**src/rtl/rv32_register_file_if.sv**
```systemverilog
// Operand-fetch / writeback bus of the RV32I register file.
// The master (decode/writeback) drives indices and write data; the slave (register file) returns read data.
interface rv32_register_file_if #(
  parameter int DATA_WIDTH = 32,
  parameter int ADDR_WIDTH = 5
);
  logic [ADDR_WIDTH-1:0] read_reg1;
  logic [ADDR_WIDTH-1:0] read_reg2;
  logic [ADDR_WIDTH-1:0] write_reg;
  logic [DATA_WIDTH-1:0] write_data;
  logic                  reg_write;
  logic [DATA_WIDTH-1:0] read_data1;
  logic [DATA_WIDTH-1:0] read_data2;

  modport master (
    output read_reg1, read_reg2, write_reg, write_data, reg_write,
    input  read_data1, read_data2
  );

  modport slave (
    input  read_reg1, read_reg2, write_reg, write_data, reg_write,
    output read_data1, read_data2
  );
endinterface

```
**src/rtl/rv32_register_file.sv**
```systemverilog
// RV32I integer register file: 32 x 32-bit registers, x0 hardwired to zero, two combinational reads, one synchronous write.
// Define REGFILE_WRITE_BYPASS_EN to forward same-cycle write data onto a matching read port.
module rv32_register_file #(
  parameter int DATA_WIDTH = 32,
  parameter int ADDR_WIDTH = 5,
  parameter int NUM_REGS   = 32
) (
  input logic                  clk,
  input logic                  reset,
  rv32_register_file_if.slave  rf
);

  logic [DATA_WIDTH-1:0] regs_q [NUM_REGS];
  logic [DATA_WIDTH-1:0] regs_d [NUM_REGS];
  logic                  writeEn;

  // Writes to x0 are dropped here, so entry 0 stays zero after the first reset.
  assign writeEn = rf.reg_write && (rf.write_reg != '0);

  always_comb begin
    regs_d = regs_q;
    if (writeEn) begin
      regs_d[rf.write_reg] = rf.write_data;
    end
  end

  always_ff @(posedge clk) begin
    if (reset) begin
      for (int i = 0; i < NUM_REGS; i++) begin
        regs_q[i] <= '0;
      end
    end else begin
      regs_q <= regs_d;
    end
  end

  // Index 0 is forced to zero on read as well, so x0 never depends on storage contents.
  always_comb begin
    rf.read_data1 = '0;
    rf.read_data2 = '0;
    if (rf.read_reg1 != '0) begin
      rf.read_data1 = regs_q[rf.read_reg1];
    end
    if (rf.read_reg2 != '0) begin
      rf.read_data2 = regs_q[rf.read_reg2];
    end
`ifdef REGFILE_WRITE_BYPASS_EN
    if (writeEn && !reset && (rf.write_reg == rf.read_reg1)) begin
      rf.read_data1 = rf.write_data;
    end
    if (writeEn && !reset && (rf.write_reg == rf.read_reg2)) begin
      rf.read_data2 = rf.write_data;
    end
`endif
  end

endmodule

```
**src/flat_wrapper.sv**
```systemverilog
// flat-port wrapper written by rule: the top's interface ports become plain ports
module rv32_register_file_flat 
#(
  parameter int DATA_WIDTH = 32,
  parameter int ADDR_WIDTH = 5,
  parameter int NUM_REGS   = 32
)
  (clk, reset, rf_read_reg1, rf_read_reg2, rf_write_reg, rf_write_data, rf_reg_write, rf_read_data1, rf_read_data2);
  rv32_register_file_if #(.DATA_WIDTH(DATA_WIDTH), .ADDR_WIDTH(ADDR_WIDTH)) rf_i ();
  input logic clk;
  input logic reset;
  input wire logic [$bits(rf_i.read_reg1)-1:0] rf_read_reg1;
  input wire logic [$bits(rf_i.read_reg2)-1:0] rf_read_reg2;
  input wire logic [$bits(rf_i.write_reg)-1:0] rf_write_reg;
  input wire logic [$bits(rf_i.write_data)-1:0] rf_write_data;
  input wire logic [$bits(rf_i.reg_write)-1:0] rf_reg_write;
  output wire logic [$bits(rf_i.read_data1)-1:0] rf_read_data1;
  output wire logic [$bits(rf_i.read_data2)-1:0] rf_read_data2;
  assign rf_i.read_reg1 = rf_read_reg1;
  assign rf_i.read_reg2 = rf_read_reg2;
  assign rf_i.write_reg = rf_write_reg;
  assign rf_i.write_data = rf_write_data;
  assign rf_i.reg_write = rf_reg_write;
  assign rf_read_data1 = rf_i.read_data1;
  assign rf_read_data2 = rf_i.read_data2;
  rv32_register_file #(.DATA_WIDTH(DATA_WIDTH), .ADDR_WIDTH(ADDR_WIDTH), .NUM_REGS(NUM_REGS)) u_core (.clk(clk), .reset(reset), .rf(rf_i));
endmodule
```
**config.mk**
```make
export PLATFORM = sky130hd
export DESIGN_NAME = rv32_register_file_flat
export DESIGN_NICKNAME = d
export VERILOG_FILES = /design/src/rtl/rv32_register_file_if.sv /design/src/rtl/rv32_register_file.sv /design/src/flat_wrapper.sv
export SDC_FILE = /design/constraint.sdc
export NUM_CORES = 2
export LEC_CHECK = 0
export CORE_MARGIN = 2
export CORE_UTILIZATION = 45
export CTS_CLUSTER_SIZE = 28
export DETAILED_ROUTE_END_ITERATION = 16
export SYNTH_ARGS = -nofsm -noshare
export SYNTH_HDL_FRONTEND = slang
export SYNTH_SLANG_ARGS = --single-unit
```
**constraint.sdc**
```tcl
create_clock -name clk -period 3.7 [get_ports clk]
set_clock_uncertainty 0.2 [all_clocks]
set_input_delay 1.11 -clock clk [delete_from_list [all_inputs] [get_ports clk]]
set_output_delay 1.11 -clock clk [all_outputs]
set_load 0.1 [all_outputs]
```
==> run metrics <==
unrepaired setup endpoints after global routing true; total number of vias 50,770; Sum Neg Setup Slack -33.76 ns; num ports 114; Gate power share 15.2%; number of flops mapped to enable cells by yosys 0; Clock Latency Late Sink 0.71 ns; worst-margin pin slew 0.9284 ns; multi-input logic area 32,090 um^2; leakage 23.52 nW; DRC Markers 0; Internal Power 0.01951 W; cells on worst reg2reg path 2; Overflow after GRT 0; CTS HTree Levels 3; final HPWL from detailed placement 142.6 mm; HP Class reg2reg; Async SR Flop Fraction 0%; failing checks negative setup slack; Reg with most FFs u_core.regs_q; layout cells sized above 1 30.81%; #FFs+latches synth 1,024; Crit path max-delay family buffers and inverters; Synth warnings 0; Initial Util 45.42%; die height 343.7 um; CP Buf/Inv Count 5; Final min period 4.375 ns; Hold Path Depth 2; most common cell in the netlist nand2_1; Layout area overhead 34.01%; RR Endpoint u_core.regs_q[523]$_SDFFE_PP0P_; CP most frequent cell buf_16; fin crit share 118.2%; I/O Buffers 113; DR vias/cell 6.476; Reg2Reg Launch Point u_core.regs_q[523]$_SDFFE_PP0P_; Post-Synthesis Cells 5,851; Worst EP required 2.39 ns; post-synth top area cell dfxtp_1; fin. max-slew vios 0; max reg flops 1,024; Hold EP u_core.regs_q[199]$_SDFFE_PP0P_; final wirelength 231.8 mm; pre-CTS setup slack -1.020 ns; root buf cell clkbuf_16; core area 114,300 um^2; post-route cell area 69,600 um^2; outcome complete, but fails checks; Setup Crit Path Kind in2out; CP arrival 3.06 ns; count of cell types in the netlist 40; top-area cell type share of the netlist area 39.47%; NetSw 0.007375 W; PnR Total Power 0.02689 W; Worst setup SP type input pin; die width 343.7 um; Synth top cells by count nand2_1 (2,051), dfxtp_1 (1,024), a21oi_1 (992); area of the die 118,200 um^2; Fillers 9,295; Net Sw Frac 27.43%; share of power burned in registers 41.5%; Rows 124; CTS tree built; CTS Buf Count 110; Hold Startpoint u_core.regs_q[199]$_SDFFE_PP0P_; CP Cell Sequence buf_16, buf_16, buf_6, mux4_2, nor2b_4, a211oi_4, buf_4, a311oi_4, buf_12; Crit. End Element primary output; CP max stage delay 0.51 ns; initial DRC count 8,319; placed cell areas 61,450 um^2; Avg WL per Cell 29.57 um; nets 6,286; TritonRoute pass-1 iters 6; first-pass GRT wire length 328.3 mm; Critical Path Fanout Max 8; maxcap violations 0; Main synth FF type dfxtp_1; CTS sink cnt 1,024; sequential share of the synthesized area 39.47%; final hold vios 0; Clk pin slew, worst setup/hold paths 0.06 ns; clock share of power 43.2%; Max Fclk 0.2286 GHz; clk buf depth 3; average cell area after synthesis 8.877 um^2; vias in the first global route 47,190; Total GRT Usage 38.02%; CP max stage cell mux4_2; FF-to-FF setup slack 2.77 ns; largest net degree at the start of global routing 110; Rel. slew slack 38.10%; final setup vio count 64; setup ws final -0.6748 ns; number of routed nets with antenna violations 0; gpl congestion 0.9542; Synth area leaders dfxtp_1 (39%), mux4_2 (19%), nand2_1 (15%), a21oi_1 (9.6%), clkbuf_1 (2.7%); Syn Nets 5,901; antenna violations before repair 5; maximum vdd drop 0.0003456 V; biggest regs u_core.regs_q x1024; Cell Area, Synth 51,940 um^2; Reg area 20,500 um^2; CTS Hold Bufs 0; Final Util 60.87%; PwrDens 386.3 nW/um^2
## stage by stage
step                      instances  hold WS (ns)
after floorplan                5851        0.2429
after global placement         7516        0.2485
after detailed placement       7516        0.2568
after CTS                      7803        0.2650
after global routing           7839        0.2798
final                          7839        0.2635
## cell usage in the layout, fill, tap and decap left out, types with 39 or more instances in the layout
master,n
nor2b_1,62
mux4_2,448
a311oi_4,64
nand2_1,2017
buf_16,51
clkbuf_16,119
buf_4,449
buf_12,245
a21oi_1,992
a22oi_2,39
o21ai_2,45
o21ai_4,42
dfxtp_1,1024
mux2_4,39
mux2i_1,127
buf_6,66
## power groups by stage
stage	Combinational [W]	Sequential, W	Clock, W
5_1_grt	0.00417	0.0112	0.0121
6_report	0.00410	0.0112	0.0116
3_3_place_gp	0.00345	0.0114	0
4_1_cts	0.00387	0.0112	0.0116
2_1_floorplan	0.00200	0.0114	0
3_5_place_dp	0.00346	0.0114	0
## cell families (layout without fill, tap and decap cells)
kind of cell    after synthesis  count (layout)  share of synthesized area (%)
compound gates             1358            1358                          14.64
simple gates               2219            2220                          16.91
other cells                   0               4                              0
mux                         640             640                          23.28
buf+inv                     610            1081                          5.700
flops                      1024            1024                          39.47
## worst max path at each step
| stage | from | to | slack [ns] | depth (start not counted) |
|---|---|---|---|---|
| 2_1_floorplan | rf_read_reg2[1] | rf_read_data2[17] | -0.63 | 7 |
| 3_3_place_gp | rf_read_reg2[0] | rf_read_data2[3] | -1.03 | 8 |
| 3_5_place_dp | rf_read_reg2[0] | rf_read_data2[3] | -1.02 | 8 |
| 4_1_cts | rf_read_reg1[0] | rf_read_data1[22] | -0.58 | 9 |
| 5_1_grt | rf_read_reg1[0] | rf_read_data1[12] | -0.65 | 9 |
| 6_report | rf_read_reg1[0] | rf_read_data1[12] | -0.67 | 9 |
## layer usage
| layer | vias to the layer above | share of wire (%) | GRT usage (%) |
|---|---|---|---|
| li1 | 21310 | - | - |
| met1 | 24850 | 37 | 50.96 |
| met2 | 3749 | 42 | 55.22 |
| met3 | 854 | 14 | 9.544 |
| met4 | 2 | 6.9 | 23.14 |
| met5 | - | 0.0030 | 0 |
## final cells by class
type | count | share of cell area [%]
multi-input cells | 4218 | 46.10
flip-flops and latches | 1024 | 29.45
repair buffers | 880 | 16.35
clock buffers | 156 | 4.541
well taps | 1512 | 2.718
clock inverters | 43 | 0.7964
inverters | 2 | 0.02876
diodes | 4 | 0.01438
## repair_timing
item / in CTS / in global routing
setup endpoints to repair: 64 / 64
pin swaps: 73 / 77
gates cloned: 36 / 7
gates resized for setup: 317 / 219
buffers inserted: 62 / 43
## worst min-delay path, stage by stage (launching register included)
cell and delay [ns]:
dfxtp_1 0.31, nand2_1 0.05, a21oi_1 0.05
(Power assumes the default switching activity.)
